<file path="src/rtl/cuda_writeback_arbiter_if.sv">
// cuda_writeback_arbiter_if: ALU/FPU/LSU result channels, register-file write port and status
// master = result producers and register file side, slave = arbiter
// channels: <src>_valid/_ready/_addr/_data (+ lsu_is_float); write port: write_en/_addr/_data/_is_float
// status: busy, drop_cnt
interface cuda_writeback_arbiter_if;
  logic        alu_valid, alu_ready;
  logic [4:0]  alu_addr;
  logic [31:0] alu_data;
  logic        fpu_valid, fpu_ready;
  logic [4:0]  fpu_addr;
  logic [31:0] fpu_data;
  logic        lsu_valid, lsu_ready, lsu_is_float;
  logic [4:0]  lsu_addr;
  logic [31:0] lsu_data;
  logic        write_en, write_is_float, busy;
  logic [4:0]  write_addr;
  logic [31:0] write_data;
  logic [7:0]  drop_cnt;
  modport master(
    output alu_valid, alu_addr, alu_data, fpu_valid, fpu_addr, fpu_data,
           lsu_valid, lsu_addr, lsu_data, lsu_is_float,
    input  alu_ready, fpu_ready, lsu_ready, write_en, write_addr, write_data,
           write_is_float, busy, drop_cnt
  );
  modport slave(
    input  alu_valid, alu_addr, alu_data, fpu_valid, fpu_addr, fpu_data,
           lsu_valid, lsu_addr, lsu_data, lsu_is_float,
    output alu_ready, fpu_ready, lsu_ready, write_en, write_addr, write_data,
           write_is_float, busy, drop_cnt
  );
endinterface

</file>
<file path="src/rtl/cuda_writeback_arbiter.sv">
// cuda_writeback_arbiter: per-source result FIFOs merged round-robin onto one register-file write port
// ports: clk, rst (async, active-high), bus (slave modport: three result channels, write port, busy, drop_cnt)
module cuda_writeback_arbiter #(
  parameter int DEPTH = 2
) (
  input logic clk,
  input logic rst,
  cuda_writeback_arbiter_if.slave bus
);
  localparam int AW = $clog2(DEPTH);
  typedef logic [37:0] entry_t;
  logic [2:0] v, rdy, push, drop, ne, pop;
  logic [4:0] a [3];
  entry_t e [3];
  entry_t mem [3][DEPTH];
  logic [AW-1:0] wp [3];
  logic [AW-1:0] rp [3];
  logic [AW:0] cnt [3];
  logic [1:0] lg, c1, c2, g;
  logic gv, we, wf;
  logic [4:0] wa;
  logic [31:0] wd;
  logic [7:0] dcnt;
  logic [1:0] ndrop;
  logic [8:0] dsum;
  assign v = {bus.lsu_valid, bus.fpu_valid, bus.alu_valid};
  assign a[0] = bus.alu_addr;
  assign a[1] = bus.fpu_addr;
  assign a[2] = bus.lsu_addr;
  assign e[0] = {bus.alu_addr, bus.alu_data, 1'b0};
  assign e[1] = {bus.fpu_addr, bus.fpu_data, 1'b1};
  assign e[2] = {bus.lsu_addr, bus.lsu_data, bus.lsu_is_float};
  for (genvar i = 0; i < 3; i++) begin : g_src
    assign rdy[i]  = cnt[i] < (AW+1)'(DEPTH);
    assign ne[i]   = cnt[i] != '0;
    assign push[i] = v[i] & rdy[i] & (a[i] != 5'd0);
    assign drop[i] = v[i] & rdy[i] & (a[i] == 5'd0);
  end
  // search starts at the source after the last grant and wraps back to it
  always_comb begin
    c1 = (lg == 2'd2) ? 2'd0 : lg + 2'd1;
    c2 = (c1 == 2'd2) ? 2'd0 : c1 + 2'd1;
    gv = |ne;
    g = ne[c1] ? c1 : ne[c2] ? c2 : lg;
    pop = gv ? (3'b001 << g) : 3'b000;
    ndrop = {1'b0, drop[0]} + {1'b0, drop[1]} + {1'b0, drop[2]};
    dsum = {1'b0, dcnt} + {7'd0, ndrop};
  end
  always_ff @(posedge clk)
    for (int i = 0; i < 3; i++)
      if (push[i]) mem[i][wp[i]] <= e[i];
  always_ff @(posedge clk or posedge rst)
    if (rst) begin
      for (int i = 0; i < 3; i++) begin
        wp[i] <= '0;
        rp[i] <= '0;
        cnt[i] <= '0;
      end
      lg <= 2'd2;
      we <= 1'b0;
      wa <= '0;
      wd <= '0;
      wf <= 1'b0;
      dcnt <= '0;
    end else begin
      for (int i = 0; i < 3; i++) begin
        if (push[i]) wp[i] <= wp[i] + AW'(1);
        if (pop[i]) rp[i] <= rp[i] + AW'(1);
        cnt[i] <= (push[i] && !pop[i]) ? cnt[i] + (AW+1)'(1) :
                  (!push[i] && pop[i]) ? cnt[i] - (AW+1)'(1) : cnt[i];
      end
      we <= gv;
      if (gv) begin
        lg <= g;
        {wa, wd, wf} <= mem[g][rp[g]];
      end
      dcnt <= dsum[8] ? 8'hff : dsum[7:0];
    end
  assign bus.alu_ready = rdy[0];
  assign bus.fpu_ready = rdy[1];
  assign bus.lsu_ready = rdy[2];
  assign bus.write_en = we;
  assign bus.write_addr = wa;
  assign bus.write_data = wd;
  assign bus.write_is_float = wf;
  assign bus.drop_cnt = dcnt;
  assign bus.busy = gv | we;
endmodule

</file>
<file path="src/flat_wrapper.sv">
// flat-port wrapper written by rule: the top's interface ports become plain ports
module cuda_writeback_arbiter_flat 
#(
  parameter int DEPTH = 2
)
  (clk, rst, bus_alu_valid, bus_alu_addr, bus_alu_data, bus_fpu_valid, bus_fpu_addr, bus_fpu_data, bus_lsu_valid, bus_lsu_addr, bus_lsu_data, bus_lsu_is_float, bus_alu_ready, bus_fpu_ready, bus_lsu_ready, bus_write_en, bus_write_addr, bus_write_data, bus_write_is_float, bus_busy, bus_drop_cnt);
  cuda_writeback_arbiter_if bus_i ();
  input logic clk;
  input logic rst;
  input wire logic [$bits(bus_i.alu_valid)-1:0] bus_alu_valid;
  input wire logic [$bits(bus_i.alu_addr)-1:0] bus_alu_addr;
  input wire logic [$bits(bus_i.alu_data)-1:0] bus_alu_data;
  input wire logic [$bits(bus_i.fpu_valid)-1:0] bus_fpu_valid;
  input wire logic [$bits(bus_i.fpu_addr)-1:0] bus_fpu_addr;
  input wire logic [$bits(bus_i.fpu_data)-1:0] bus_fpu_data;
  input wire logic [$bits(bus_i.lsu_valid)-1:0] bus_lsu_valid;
  input wire logic [$bits(bus_i.lsu_addr)-1:0] bus_lsu_addr;
  input wire logic [$bits(bus_i.lsu_data)-1:0] bus_lsu_data;
  input wire logic [$bits(bus_i.lsu_is_float)-1:0] bus_lsu_is_float;
  output wire logic [$bits(bus_i.alu_ready)-1:0] bus_alu_ready;
  output wire logic [$bits(bus_i.fpu_ready)-1:0] bus_fpu_ready;
  output wire logic [$bits(bus_i.lsu_ready)-1:0] bus_lsu_ready;
  output wire logic [$bits(bus_i.write_en)-1:0] bus_write_en;
  output wire logic [$bits(bus_i.write_addr)-1:0] bus_write_addr;
  output wire logic [$bits(bus_i.write_data)-1:0] bus_write_data;
  output wire logic [$bits(bus_i.write_is_float)-1:0] bus_write_is_float;
  output wire logic [$bits(bus_i.busy)-1:0] bus_busy;
  output wire logic [$bits(bus_i.drop_cnt)-1:0] bus_drop_cnt;
  assign bus_i.alu_valid = bus_alu_valid;
  assign bus_i.alu_addr = bus_alu_addr;
  assign bus_i.alu_data = bus_alu_data;
  assign bus_i.fpu_valid = bus_fpu_valid;
  assign bus_i.fpu_addr = bus_fpu_addr;
  assign bus_i.fpu_data = bus_fpu_data;
  assign bus_i.lsu_valid = bus_lsu_valid;
  assign bus_i.lsu_addr = bus_lsu_addr;
  assign bus_i.lsu_data = bus_lsu_data;
  assign bus_i.lsu_is_float = bus_lsu_is_float;
  assign bus_alu_ready = bus_i.alu_ready;
  assign bus_fpu_ready = bus_i.fpu_ready;
  assign bus_lsu_ready = bus_i.lsu_ready;
  assign bus_write_en = bus_i.write_en;
  assign bus_write_addr = bus_i.write_addr;
  assign bus_write_data = bus_i.write_data;
  assign bus_write_is_float = bus_i.write_is_float;
  assign bus_busy = bus_i.busy;
  assign bus_drop_cnt = bus_i.drop_cnt;
  cuda_writeback_arbiter #(.DEPTH(DEPTH)) u_core (.clk(clk), .rst(rst), .bus(bus_i));
endmodule
</file>
<file path="config.mk">
export PLATFORM = sky130hd
export DESIGN_NAME = cuda_writeback_arbiter_flat
export DESIGN_NICKNAME = d
export VERILOG_FILES = /design/src/rtl/cuda_writeback_arbiter_if.sv /design/src/rtl/cuda_writeback_arbiter.sv /design/src/flat_wrapper.sv
export SDC_FILE = /design/constraint.sdc
export NUM_CORES = 1
export LEC_CHECK = 0
export ABC_AREA = 1
export CELL_PAD_IN_SITES_DETAIL_PLACEMENT = 1
export CELL_PAD_IN_SITES_GLOBAL_PLACEMENT = 2
export CORE_MARGIN = 4
export CORE_UTILIZATION = 35
export DETAILED_ROUTE_END_ITERATION = 10
export PLACE_DENSITY_LB_ADDON = 0.1
export SYNTH_ARGS = -nofsm -noshare
export SYNTH_HDL_FRONTEND = slang
export SYNTH_SLANG_ARGS = --single-unit
</file>
<file path="constraint.sdc">
create_clock -name clk -period 3.9 [get_ports clk]
set_clock_uncertainty 0.05 [all_clocks]
set_input_delay 0.78 -clock clk [delete_from_list [all_inputs] [get_ports clk]]
set_output_delay 0.78 -clock clk [all_outputs]
set_load 0.01 [all_outputs]
</file>
# Word level (Yosys, flattened, before mapping)
# Memory sizes are Yosys's and may differ from the RTL's.
# Cells that the tools add are included.
dict set report classes {
  addsub 17
  magnitude_cmp 13
  eq_ne 2
  shifts 1
  n_mux 34
  n_bitwise 15
  n_reduce_logical 28
}
# op count
set op_table {}
lappend op_table {{two-way mux 38 bit} 6}
lappend op_table {{two-way mux 76 bit} 3}
lappend op_table {{demux 38 bit (select 1 bit)} 3}
lappend op_table {{two-way mux 2 bit} 10}
lappend op_table {{logical NOT 5 bit} 3}
lappend op_table {{nonzero test 5 bit} 3}
lappend op_table {{nonzero test 2 bit} 6}
lappend op_table {{adder 2 x 1 -> 2 bit (second input constant)} 5}
lappend op_table {{adder 8 x 2 -> 9 bit} 1}
lappend op_table {{bitwise AND 1 bit} 9}
lappend op_table {{logical AND 1 bit} 9}
lappend op_table {{>= comparator 2 bit (second input constant)} 4}
lappend op_table {{two-way mux 8 bit} 1}
lappend op_table {{NOT 1 -> 2 bit} 4}
lappend op_table {{two-way mux 1 bit} 7}
lappend op_table {{adder 1 bit (second input constant)} 6}
lappend op_table {{binary-select mux 1 bit (select 2 bit)} 3}
lappend op_table {{logical NOT 1 bit} 6}
lappend op_table {{< comparator 2 x 1 -> 1 bit (second input constant)} 3}
lappend op_table {{< comparator 2 bit (second input constant)} 3}
lappend op_table {{< comparator 2 x 3 -> 1 bit (second input constant)} 2}
lappend op_table {{subtractor 2 x 1 -> 2 bit (second input constant)} 3}
lappend op_table {{equality test 2 bit (second input constant)} 2}
lappend op_table {{>= comparator 3 bit (second input constant)} 1}
lappend op_table {{other kinds (7)} 7}
dict set report word_totals {
  reg_bits 61
  mem_bits_rw 228
  input_bits 117
  output_inout_bits 51
  wordCells 126
  memories 1
}
# memory depth word_bits rd rd_clocked_by_memory_dff wr line
set mem_list {}
lappend mem_list {u_core.mem 3 76 1 0 3 cuda_writeback_arbiter.sv:15} ;# entry_t mem [3][DEPTH];

# Depth between registers and ports, before layout
dict set report depth {
  ltp_word 16
  depth_mapped 15
  depth_no_buf 13
}

# Worst setup path after synthesis
# OpenSTA, ideal clock, no wires.
dict set report synth_path {
  path_kind {input -> register}
  startpoint {input port bus_lsu_addr[3]}
  endpoint {memory u_core.mem[2][0] (netlist bit) (enable)}
  setup_ps 435
  t_arrival_ps 2626
  setup_slack_ps 789
  path_stages 4
  n_path_buf 0
  path_cell_list {nor3_1 nand2_1 nand3_1 nor2_1}
}
# element line
set synth_lines {}
lappend synth_lines {{start: declaration} flat_wrapper.sv:17} ;# input wire logic [$bits(bus_i.lsu_addr)-1:0] bus_lsu_addr;
lappend synth_lines {{end: declaration} cuda_writeback_arbiter.sv:15}

# Final worst setup path
dict set report layout_path {
  startpoint {input port bus_alu_addr[3]}
  endpoint {register u_core.dcnt[2], in the netlist u_core.bus.drop_cnt[2]}
}
dict set report layout_via {
  elab_chain_cells 6
}
# element line
set layout_lines {}
lappend layout_lines {{start: declaration} flat_wrapper.sv:11} ;# input wire logic [$bits(bus_i.alu_addr)-1:0] bus_alu_addr;
lappend layout_lines {{logical NOT 5 bit} cuda_writeback_arbiter.sv:37} ;# assign drop[i] = v[i] & rdy[i] & (a[i] == 5'd0);
lappend layout_lines {{bitwise AND 1 bit} cuda_writeback_arbiter.sv:37}
lappend layout_lines {{adder 1 x 1 -> 2 bit} cuda_writeback_arbiter.sv:46} ;# ndrop = {1'b0, drop[0]} + {1'b0, drop[1]} + {1'b0, drop[2]};
lappend layout_lines {{adder 2 x 1 -> 2 bit} cuda_writeback_arbiter.sv:46}
lappend layout_lines {{adder 8 x 2 -> 9 bit} cuda_writeback_arbiter.sv:47} ;# dsum = {1'b0, dcnt} + {7'd0, ndrop};
lappend layout_lines {{two-way mux 8 bit} cuda_writeback_arbiter.sv:77} ;# dcnt <= dsum[8] ? 8'hff : dsum[7:0];
lappend layout_lines {{end signal: assignment} cuda_writeback_arbiter.sv:77}
lappend layout_lines {{end: declaration} cuda_writeback_arbiter.sv:23} ;# logic [7:0] dcnt;
# Every way passes these cells.
# A chain may end at the register's enable or synchronous reset.

==> results.py <==
metrics = {
    "detailed_routing": {
        "viasPerCell": 4.712,
        "drc": 0,
        "vias": 8665,
        "routedWlPerCell_um": 19.02,
        "ant_nets": 0,
        "first_pass_iters": 4,
        "drt_iter0_drc": 356,
        "wl_um": 34980,
    },
    "global_route": {
        "grt_pass1_wl_um": 54540,
        "grt_max_degree": 77,
        "antenna_found_initial": 4,
        "grt_pass1_vias": 9305,
        "grt_overflow": 0,
        "track_usage_pct": 18.61,
    },
    "synthesis": {
        "avgSynthCellArea_um2": 10.17,
        "synth-seq-cells": 287,
        "synthSimpleGateAreaFrac_pct": 23.64,
        "synthXorXnorAreaFrac_pct": 0.6493,
        "yosysTopAreaCell": "edfxtp_1",
        "synth_top_cell_area_share_pct": 55.41,
        "synth_area_mm2": 0.01214,
        "yosys-top-cells-area": "edfxtp_1, nand2_1, dfrtp_1",
        "synth_flop_cell": "edfxtp_1",
        "synthAdderAreaFrac_pct": 0.8451,
        "syn-num-nets": 1318,
        "synth_common_cells": "nand2_1, edfxtp_1, nand3_1",
        "yosysSeqAreaShare_pct": 68.32,
        "synth_most_common_cell": "nand2_1",
        "async_flop_share_pct": 21.25,
        "postSynthCellCount": 1194,
        "synth_edf_count": 224,
        "yosysWarnings": 0,
        "synth_top_family_by_area": "simple AND/OR/NAND/NOR gates",
        "synth_compound_area_share_pct": 0.8657,
        "ys_types": 34,
        "synthMuxAreaShare_pct": 0,
    },
    "timing": {
        "worst_slack_ns": 0.7279,
        "period_share_pct": 81.34,
        "final.setup.tns_ns": 0,
        "hold_viol": 0,
        "fmax_mhz": 315.2,
        "maxSlewViolCount": 0,
        "maxSlewHeadroom_pct": 42.98,
        "tightest_slew_ns": 0.8553,
        "grt_setup_unrepaired": "no",
        "min_period_ns": 3.172,
        "setup_viol": 0,
    },
    "run": {
        "drv_cap": 0,
    },
    "die": {
        "placementRows": 67,
        "initial_core_util_pct": 35.85,
        "die_w_um": 194.2,
        "die_area_mm2": 0.03773,
        "pin_count": 168,
        "die_y_um": 194.2,
        "core-area_mm2": 0.03387,
    },
    "finish": {
        "regArea_mm2": 0.008294,
        "final_cell_area_mm2": 0.01545,
        "fillers": 3778,
        "syn_to_final_growth_pct": 27.27,
        "final_nets": 1487,
        "final_util_pct": 45.62,
        "multi_input_area_mm2": 0.003222,
        "drive_above_1_share_pct": 6.767,
    },
    "cts": {
        "holdBufCountCts": 0,
        "clk_pin_slew_ns": 0.06,
        "clockBufferDepth": 3,
        "cts_resized": 0,
        "clock-sinks": 287,
        "numCtsBuffers": 34,
        "worstSkewPairLatency_ns": 0.50,
        "ctsHtreeMaxLevel": 2,
        "cts_setup_buffers": 0,
        "cts_root_buffer": "clkbuf_16",
        "cts_tree": "yes",
    },
    "critical_path": {
        "endpoint_kind": "flop",
        "r2r_start": "u_core.lg[1]",
        "r2r_slack_ns": 0.89,
        "cp.arrival_ns": 3.48,
        "worst_path_max_delay_cell": "clkdlybuf4s50_1",
        "crit_chain": "clkdlybuf4s50_1, nor3_1, nand2_1, nor2_1, fa_1, ha_1, fa_1, nand2_1, inv_1, nand3_1, o21ai_0",
        "reg2reg_to": "u_core.bus.write_data[18]",
        "worstPathMaxFanout": 6,
        "critPathKind": "input pin to flop",
        "max_stage_delay_ns": 0.45,
        "critical_path_required_ns": 4.21,
        "worstRegToRegCells": 13,
        "start_kind": "input pin",
    },
    "power_and_ir_drop": {
        "switching_share_pct": 43.40,
        "peakVddDrop_mv": 0.6178,
        "p_per_area_mw_per_mm2": 965.5,
        "cellLeakagePower_nw": 6.603,
        "intPower_mw": 8.443,
        "p_clk_share_pct": 20.5,
        "seq_power_share_pct": 30.0,
        "combPwrFrac_pct": 49.5,
        "p_switching_mw": 6.474,
        "p_total_mw": 14.92,
    },
    "worst_hold_path": {
        "hold_path.class": "flop to flop",
        "min_to": "u_core.mem[1][0]",
        "min-delay-start": "u_core.mem[1][0]",
        "holdPathStages": 2,
    },
    "place": {
        "gp_congestion": 0.7723,
        "place_area_mm2": 0.01436,
        "hpwl_um": 21940,
        "portBuffers": 167,
        "place_ws_ns": 0.2014,
    },
    "outcome": {
        "status": "finished clean",
    },
}
## worst max-delay path by stage
stage	startpoint	endpoint
floorplan	bus_lsu_addr[3]	u_core.mem[2][0]
global placement	bus_alu_addr[3]	u_core.bus.drop_cnt[3]
detailed placement	bus_alu_addr[3]	u_core.bus.drop_cnt[2]
CTS	bus_alu_addr[3]	u_core.bus.drop_cnt[2]
global route	bus_alu_addr[3]	u_core.bus.drop_cnt[2]
finish	bus_alu_addr[3]	u_core.bus.drop_cnt[2]
## flip-flops by register name, indices dropped and copies added (netlist names), 2 cells and up
name and cells:
u_core.cnt 6, u_core.rp 3, u_core.wp 3, u_core.bus.write_data 32, u_core.lg 2, u_core.bus.write_addr 5
u_core.bus.drop_cnt 8, u_core.mem 226
## metrics by stage
step	hold slack [ns]	instances
2_1_floorplan	0.3533	1194
3_3_place_gp	0.3696	1775
3_5_place_dp	0.3809	1775
4_1_cts	0.3953	1837
5_1_grt	0.4215	1838
6_report	0.3938	1839
## worst max-delay path, delay by kind of cell
family	cells	cell delay [ns]
AND/OR/NAND/NOR	5	0.91
AO/OA/AOI/OAI	1	0.14
buffers and inverters	2	0.54
adder cells (fa/ha/maj)	3	1.11
## cell families (layout without fill, tap and decap cells)
logic type / after synthesis / in the layout
fa+ha+maj: 7 / 7
other cells: 0 / 2
flops: 287 / 287
simple gates: 710 / 710
compound gates: 20 / 20
xor+xnor: 9 / 9
buf+inv: 161 / 356
## cell type report
class,instances,area share (%)
clock buffer,47,6.430
timing repair buffer,188,12.16
clock inverter,15,0.6154
inverter,106,2.599
antenna,2,0.03239
tap,448,3.628
sequential,287,53.68
multi-input combinational,746,20.85
## cells in the final DEF, fill, tap and decap left out, types with 5 or more instances in the layout
master,n
xor2_1,5
clkinv_2,7
nor2_1,19
clkdlybuf4s50_1,167
edfxtp_1,224
clkbuf_16,37
a21oi_1,5
nor3_1,5
dfrtp_1,60
nor2_4,7
nand2_1,542
nand3_1,124
o21ai_0,11
clkinv_1,26
inv_1,80
clkbuf_1,7
inv_2,5
ha_1,5
buf_4,17
## metal layers
metal	wire (um)	up-vias	track usage, %
met5	41	-	0
met4	613	6	3.880
met3	1668	47	3.614
met2	16870	172	32.01
met1	15790	4244	24.72
li1	-	4196	-
## power groups by stage
stage	logic, mW	clock network [mW]	registers, mW
finish	7.38	3.06	4.48
global route	8.61	3.28	4.55
CTS	7.66	3.15	4.49
detailed placement	7.61	0	4.54
global placement	7.47	0	4.53
floorplan	5.02	0	4.59
Note: power is estimated with default switching activity, not from simulation.
